[src/rtl/tlb_maint_ctrl.sv]
// Maintenance controller for a fully-associative TLB tag array: sequences
// sfence.vma flush scans and picks refill victims with a tree pseudo-LRU.
//
// state | meaning
// IDLE  | waiting; refills may be granted, flush requests accepted
// SCAN  | walking the tag array, invalidating matching entries
// DONE  | flush complete, ack pulsed for one cycle
module tlb_maint_ctrl #(
    parameter int TLB_ENTRIES = 16,
    parameter int ASID_WIDTH  = 16,
    localparam int IDX_W      = $clog2(TLB_ENTRIES)
) (
    input  logic                  clk_i,
    input  logic                  rst_ni,
    input  logic                  flush_req_i,
    input  logic                  flush_all_asid_i,
    input  logic                  flush_all_addr_i,
    input  logic [ASID_WIDTH-1:0] flush_asid_i,
    input  logic [26:0]           flush_vpn_i,
    output logic                  flush_ack_o,
    output logic                  busy_o,
    output logic [IDX_W-1:0]      tag_idx_o,
    input  logic                  tag_valid_i,
    input  logic                  tag_is_2M_i,
    input  logic                  tag_is_1G_i,
    input  logic [ASID_WIDTH-1:0] tag_asid_i,
    input  logic [26:0]           tag_vpn_i,
    input  logic [TLB_ENTRIES-1:0] valid_vec_i,
    output logic                  inv_valid_o,
    output logic [IDX_W-1:0]      inv_idx_o,
    output logic                  inv_all_o,
    input  logic                  refill_req_i,
    output logic                  refill_gnt_o,
    output logic [IDX_W-1:0]      refill_idx_o,
    input  logic                  hit_valid_i,
    input  logic [IDX_W-1:0]      hit_idx_i
);

    localparam int NODES = TLB_ENTRIES - 1;

    typedef enum logic [1:0] {IDLE, SCAN, DONE} state_t;

    state_t                state;
    logic [IDX_W-1:0]      cnt;
    logic [ASID_WIDTH-1:0] f_asid;
    logic [26:0]           f_vpn;
    logic                  f_all_asid;
    logic                  f_all_addr;
    logic [NODES-1:0]      plru_q;
    logic [NODES-1:0]      plru_hit;
    logic [NODES-1:0]      plru_next;
    logic                  free_found;
    logic [IDX_W-1:0]      free_idx;
    logic                  vpn_eq;
    logic                  match;

    // Heap-ordered tree: the node at level l on the path of idx is
    // (2^l - 1) + (top l bits of idx).
    function automatic logic [NODES-1:0] plru_touch(input logic [NODES-1:0] tree,
                                                     input logic [IDX_W-1:0] idx);
        logic [NODES-1:0] t;
        logic [IDX_W-1:0] node;
        t = tree;
        for (int l = 0; l < IDX_W; l++) begin
            node    = IDX_W'((1 << l) - 1) + (idx >> (IDX_W - l));
            t[node] = ~idx[IDX_W-1-l];
        end
        return t;
    endfunction

    function automatic logic [IDX_W-1:0] plru_victim(input logic [NODES-1:0] tree);
        logic [IDX_W-1:0] v;
        logic [IDX_W-1:0] node;
        v = '0;
        for (int l = 0; l < IDX_W; l++) begin
            node          = IDX_W'((1 << l) - 1) + (v >> (IDX_W - l));
            v[IDX_W-1-l]  = tree[node];
        end
        return v;
    endfunction

    always_comb begin
        free_found = 1'b0;
        free_idx   = '0;
        for (int i = TLB_ENTRIES - 1; i >= 0; i--) begin
            if (!valid_vec_i[i]) begin
                free_found = 1'b1;
                free_idx   = IDX_W'(i);
            end
        end
    end

    assign refill_idx_o = free_found ? free_idx : plru_victim(plru_q);
    assign refill_gnt_o = refill_req_i && (state == IDLE) && !flush_req_i;

    // Hit first, then grant, so the grant owns any shared nodes.
    assign plru_hit  = hit_valid_i  ? plru_touch(plru_q, hit_idx_i)      : plru_q;
    assign plru_next = refill_gnt_o ? plru_touch(plru_hit, refill_idx_o) : plru_hit;

    always_comb begin
        vpn_eq = 1'b0;
        if (tag_is_1G_i)
            vpn_eq = (tag_vpn_i[26:18] == f_vpn[26:18]);
        else if (tag_is_2M_i)
            vpn_eq = (tag_vpn_i[26:9] == f_vpn[26:9]);
        else
            vpn_eq = (tag_vpn_i == f_vpn);
    end

    assign match = tag_valid_i && (f_all_asid || (tag_asid_i == f_asid)) && (f_all_addr || vpn_eq);

    assign tag_idx_o   = cnt;
    assign inv_idx_o   = cnt;
    assign inv_valid_o = (state == SCAN) && match;
    assign inv_all_o   = (state == IDLE) && flush_req_i && flush_all_asid_i && flush_all_addr_i;
    assign flush_ack_o = (state == DONE);
    assign busy_o      = (state != IDLE);

    always_ff @(posedge clk_i or negedge rst_ni) begin
        if (!rst_ni) begin
            state      <= IDLE;
            cnt        <= '0;
            f_asid     <= '0;
            f_vpn      <= '0;
            f_all_asid <= 1'b0;
            f_all_addr <= 1'b0;
            plru_q     <= '0;
        end else begin
            plru_q <= plru_next;
            case (state)
                IDLE: begin
                    if (flush_req_i) begin
                        f_asid     <= flush_asid_i;
                        f_vpn      <= flush_vpn_i;
                        f_all_asid <= flush_all_asid_i;
                        f_all_addr <= flush_all_addr_i;
                        cnt        <= '0;
                        state      <= (flush_all_asid_i && flush_all_addr_i) ? DONE : SCAN;
                    end
                end
                SCAN: begin
                    if (cnt == IDX_W'(TLB_ENTRIES - 1))
                        state <= DONE;
                    else
                        cnt <= cnt + 1'b1;
                end
                DONE: begin
                    cnt   <= '0;
                    state <= IDLE;
                end
                default: state <= IDLE;
            endcase
        end
    end

endmodule

[config.mk]
export PLATFORM = sky130hd
export DESIGN_NAME = tlb_maint_ctrl
export DESIGN_NICKNAME = d
export VERILOG_FILES = /design/src/rtl/tlb_maint_ctrl.sv
export SDC_FILE = /design/constraint.sdc
export NUM_CORES = 1
export LEC_CHECK = 0
export ABC_AREA = 1
export BUFFER_PORTS_ARGS = -buffer_cell sky130_fd_sc_hd__buf_2
export CORE_ASPECT_RATIO = 1.2
export CORE_MARGIN = 3
export CORE_UTILIZATION = 52
export CTS_CLUSTER_DIAMETER = 120
export DETAILED_ROUTE_END_ITERATION = 12
export GPL_ROUTABILITY_DRIVEN = 0
export PLACE_DENSITY_LB_ADDON = 0.2
export REMOVE_ABC_BUFFERS = 1
export SETUP_SLACK_MARGIN = 0.02
export SYNTH_ARGS = -nofsm -noshare
export SYNTH_HDL_FRONTEND = slang
export SYNTH_SLANG_ARGS = --single-unit
[constraint.sdc]
create_clock -name clk_i -period 2.8 [get_ports clk_i]
set_clock_uncertainty 0.1 [all_clocks]
set_input_delay 0.42 -clock clk_i [delete_from_list [all_inputs] [get_ports clk_i]]
set_output_delay 0.42 -clock clk_i [all_outputs]
set_load 0.005 [all_outputs]
==> reports/summary.md <==
In the final layout, the share of cells above drive strength 1 is 26.6%. The H-tree was split into 3 levels. The critical path goes through clkinv_4 -> nand2_8 -> nand2_8 -> nand2_4 -> nand2_2 -> nand3_2 -> nand3_4 -> nand2_4 -> ha_4 -> nor2_4 -> nand3_2 -> nand2_1 -> inv_1 -> a21oi_2 -> nand2_1 -> nand2_2 -> buf_2. The growth of design area from synthesis to finish is 25.5%, and the number of unique standard cell types used by synthesis is 44. Clock tree synthesis inserted a total of 9 buffers. The transition time of the tightest slew-check pin was 0.802 ns; the number of global-route vias before repair was 4413. The cell count after placement was 852.

Most common flop cell mapped by yosys: dfrtp_1. The xor-xnor portion of the synthesized cell area is 7.55%, and the maximum number of pins on one net before global-route repair is 52. Clock power share: 17.9%. The share of the synthesized area in compound gates (AO/OA/AOI/OAI) was 9.39%; the leakage component of the power was 2.98 nW. The largest fanout of any net on the critical path works out to 5.

The sequential cell area fraction in the yosys report was 37.4%. In the final design database the tool counted 888 nets. TritonCTS built the clock tree. STA classifies the critical path startpoint as a flip-flop.

The first routing iteration left 273 violations. Summed over all nets, the half-perimeter wirelength after detailed placement is 8820 um. The internal power of the cells was 2.60 mW; the number of standard cells after synthesis was 615.

The final setup violation count was 1; the maximum frequency from static timing analysis was 347 MHz. The floorplan core area was 8200 um^2; the via count was 4474. From bottom edge to top edge, the die measures 107 um. In the routed design, unresolved DRC markers number 0. The nature of the critical path endpoint is an output pin.

Max-cap violations in this run came to 0. Once the floorplan was initialized, standard cells occupied 53.8% of the core. The tools report the filler-free cell count of the finished design as 876. Summing all placed instances gives a cell area of 5220 um^2. Measured against the total synthesized area, the mux share comes to 0.227%. The repair_antennas step left the layout with diodes totalling 0.

The sequential cell fraction of total power came out at 38.4%. The tools report the total count of hold-check failures in the final report as 0. The share of async-settable or async-resettable flops after synthesis was 100%. Data arrives at the worst endpoint at 2.36 ns. Counting flops and latches in the post-synthesis netlist gives 66. The pre-antenna-repair detailed-routing pass consisted of 5 iterations. STA puts the critical path data required time at 2.28 ns.

The die covers 9630 um^2. In the finished design, the share of the clock period the worst path needs comes to 103%. Counting along the longest clock path gives a buffer depth of 2. The number of placement rows was 36. The largest family of logic cells by synthesized area was simple AND/OR/NAND/NOR gates. The minimum setup slack among reg-to-reg paths was 0.23 ns. For the count of boundary I/O pins, the log shows 133. The logs give -0.0780 ns for the setup slack after layout and 66 for the number of clock sinks seen by CTS. Counting flops with a built-in enable in the synthesized netlist gives 0.

After detailed routing, the average wire length per cell comes to 13.1 um. Setup repair after global routing could not meet its margin everywhere. Once detail routing completed, the nets flagged for antenna violations numbered 0. The share of the core filled with cells in the final layout came out at 67.5%.

Power after layout: 4.28 mW. Initial antenna violation count: 0. After clock tree synthesis, the flow added hold-fix buffers numbering 0.

Switching part of the total power: 39.3%. The checks that failed: negative setup slack. The run gives 0 as the number of max-slew violations in the final report. The overflow left after global routing is 0, and the worst max-slew margin expressed relative to the limit is 46.5%. Clock latency on the worst-skew pair, taken at its later pin, is 0.35 ns. For this block, the routed nets add up to 11500 um of wire. The overall routing resource usage came out at 25.2%.

The combinational share of power is 43.7%, and the post-synthesis simple-gate area fraction is 33.9%. Delay contributed by the slowest stage of the critical path: 0.43 ns. The standard cell with the maximum stage delay on the critical path is dfrtp_2. The finished cells cover 5530 um^2.

The clock transition at the register clock pins on the worst setup and hold paths after CTS works out to 0.07 ns. The port buffer count is 132. IR analysis of the VDD net gives a maximum drop of 453 uV. The floorplan die width is 90.1 um, and the worst reg2reg path depth is 21.

The smallest clock period supported by the final layout is computed as 2.88 ns. The run finished, with violations left. The first global-routing pass estimated 19700 um of wire.

The type of the tightest min-delay check is in -> async. The power density over cell area came out at 773 nW/um^2. The average via count per standard cell is 5.11, and the area share of fa/ha/maj cells after synthesis is 3.97%. Net switching power of the design: 1.68 mW. The logs give 0 for the yosys synthesis warning count and 4410 um^2 for the combined area of all synthesized cells. The final-layout fill cell count came out at 726.

The mean area per synthesized cell was 7.17 um^2. The tree is rooted in a clkbuf_8. The worst setup path is of the reg -> out kind.
[cell usage after synthesis (2+ instances only)]
cell type,number,area (um^2)
nand2_1,239,897
dfrtp_1,66,1650
inv_1,51,191
nor2_1,39,146
o21ai_0,36,180
xnor2_1,26,228
nand3_1,19,95.1
clkbuf_1,15,56.3
ha_1,14,175
a21oi_1,12,60.1
xor2_1,12,105
nand4_1,11,68.8
nor3_1,9,45.0
nand2_2,8,50.1
o21ai_1,8,40.0
buf_4,5,37.5
o211ai_1,5,37.5
nand3_2,4,40.0
nand3b_1,3,22.5
nor3b_1,3,22.5
buf_6,2,22.5
clkinv_1,2,7.51
nand2_4,2,22.5
nor2_2,2,12.5
nor4_1,2,12.5
o21ai_2,2,17.5
[worst max-delay path, delay by kind of cell (launching register included)]
kind            cells  cell delay (ns)
compound gates      1             0.15
fa+ha+maj           1             0.28
buf+inv             3             0.23
flops               1             0.43
simple gates       12             0.91
[flip-flops by register name (all words and copies together) (netlist names)]
register,cells
f_vpn,27
f_all_asid,1
inv_idx_o,4
plru_q,15
state,2
f_all_addr,1
f_asid,16
[path summary, 6_finish.rpt]
path / startpoint / to
hold reg to reg: f_vpn[12]$_DFFE_PN0P_ / f_vpn[12]$_DFFE_PN0P_
setup / recovery: plru_q[0]$_DFFE_PN0P_ / refill_idx_o[0]
min in group clk_i: flush_asid_i[9] / f_asid[9]$_DFFE_PN0P_
hold / removal: rst_ni / f_asid[13]$_DFFE_PN0P_
max in group asynchronous: rst_ni / plru_q[0]$_DFFE_PN0P_
setup reg to reg: plru_q[0]$_DFFE_PN0P_ / plru_q[3]$_DFF_PN0_
[area by class of cell]
class / instances / area [um^2] / share of cell area, %
flip-flops and latches: 66 / 1650 / 29.9
clock inverters: 2 / 10.0 / 0.181
inverters: 55 / 216 / 3.91
repair buffers: 154 / 838 / 15.1
clock buffers: 13 / 179 / 3.23
multi-input cells: 472 / 2490 / 45.1
well taps: 114 / 143 / 2.58
[cell families after synthesis]
| family | Yosys count |
|---|---|
| buffers and inverters | 77 |
| AOI/OAI and AO/OA | 73 |
| xor gates and xnor gates | 38 |
| muxes | 1 |
| adders and majority gates | 14 |
| and+or+nand+nor | 346 |
| DFF | 66 |
[metrics by stage]
| stage | setup TNS, ns | setup slack, ns | hold slack, ns |
|---|---|---|---|
| floorplan | -49.53 | -1.53 | 0.0244 |
| global placement | 0 | 0.243 | 0.355 |
| detailed placement | 0 | 0.140 | 0.381 |
| CTS | 0 | 0.0222 | 0.0656 |
| global route | -0.273 | -0.273 | 0.102 |
| finish | -0.0780 | -0.0780 | 0.0447 |
[routing by layer]
| metal | wire length [um] | track usage (%) | vias to the layer above |
|---|---|---|---|
| met4 | 399 | 12.4 | 0 |
| met3 | 921 | 6.74 | 36 |
| met2 | 5700 | 43.1 | 192 |
| met1 | 4480 | 29.2 | 2009 |
| li1 | - | - | 2237 |
| met5 | 0 | 0 | - |
[power by group through the flow]
| stage | Sequential [mW] | Clock [mW] | Combinational [mW] |
|---|---|---|---|
| 5_1_grt | 1.69 | 0.832 | 2.14 |
| 3_5_place_dp | 1.65 | 0 | 1.65 |
| 2_1_floorplan | 1.60 | 0 | 1.17 |
| 3_3_place_gp | 1.63 | 0 | 1.57 |
| 6_report | 1.64 | 0.765 | 1.87 |
| 4_1_cts | 1.64 | 0.785 | 1.82 |
[repair_timing]
action	CTS	global route
setup endpoints to repair	1	1
gates resized for setup	9	7
setup buffers	9	0
pin swaps	9	2
hold endpoints to repair	0	0
[cells in the final DEF, fill, tap and decap left out, types with 3 or more instances in the layout]
cell | netlist | final
clkbuf_8 | 0 | 13
o21ai_1 | 8 | 9
dfrtp_1 | 66 | 65
nor3_1 | 9 | 9
nor2_4 | 0 | 3
xnor2_1 | 26 | 25
nor3b_1 | 3 | 3
buf_4 | 5 | 21
a21oi_1 | 12 | 10
nand4_1 | 11 | 11
nand3b_1 | 3 | 3
inv_1 | 51 | 49
nor2_1 | 39 | 36
nand2_1 | 239 | 239
buf_2 | 0 | 132
o21ai_0 | 36 | 35
xor2_1 | 12 | 12
nand3_2 | 4 | 5
nand3_1 | 19 | 18
ha_1 | 14 | 13
o211ai_1 | 5 | 5
nand2_2 | 8 | 7
Power figures use the tool's default switching activity.
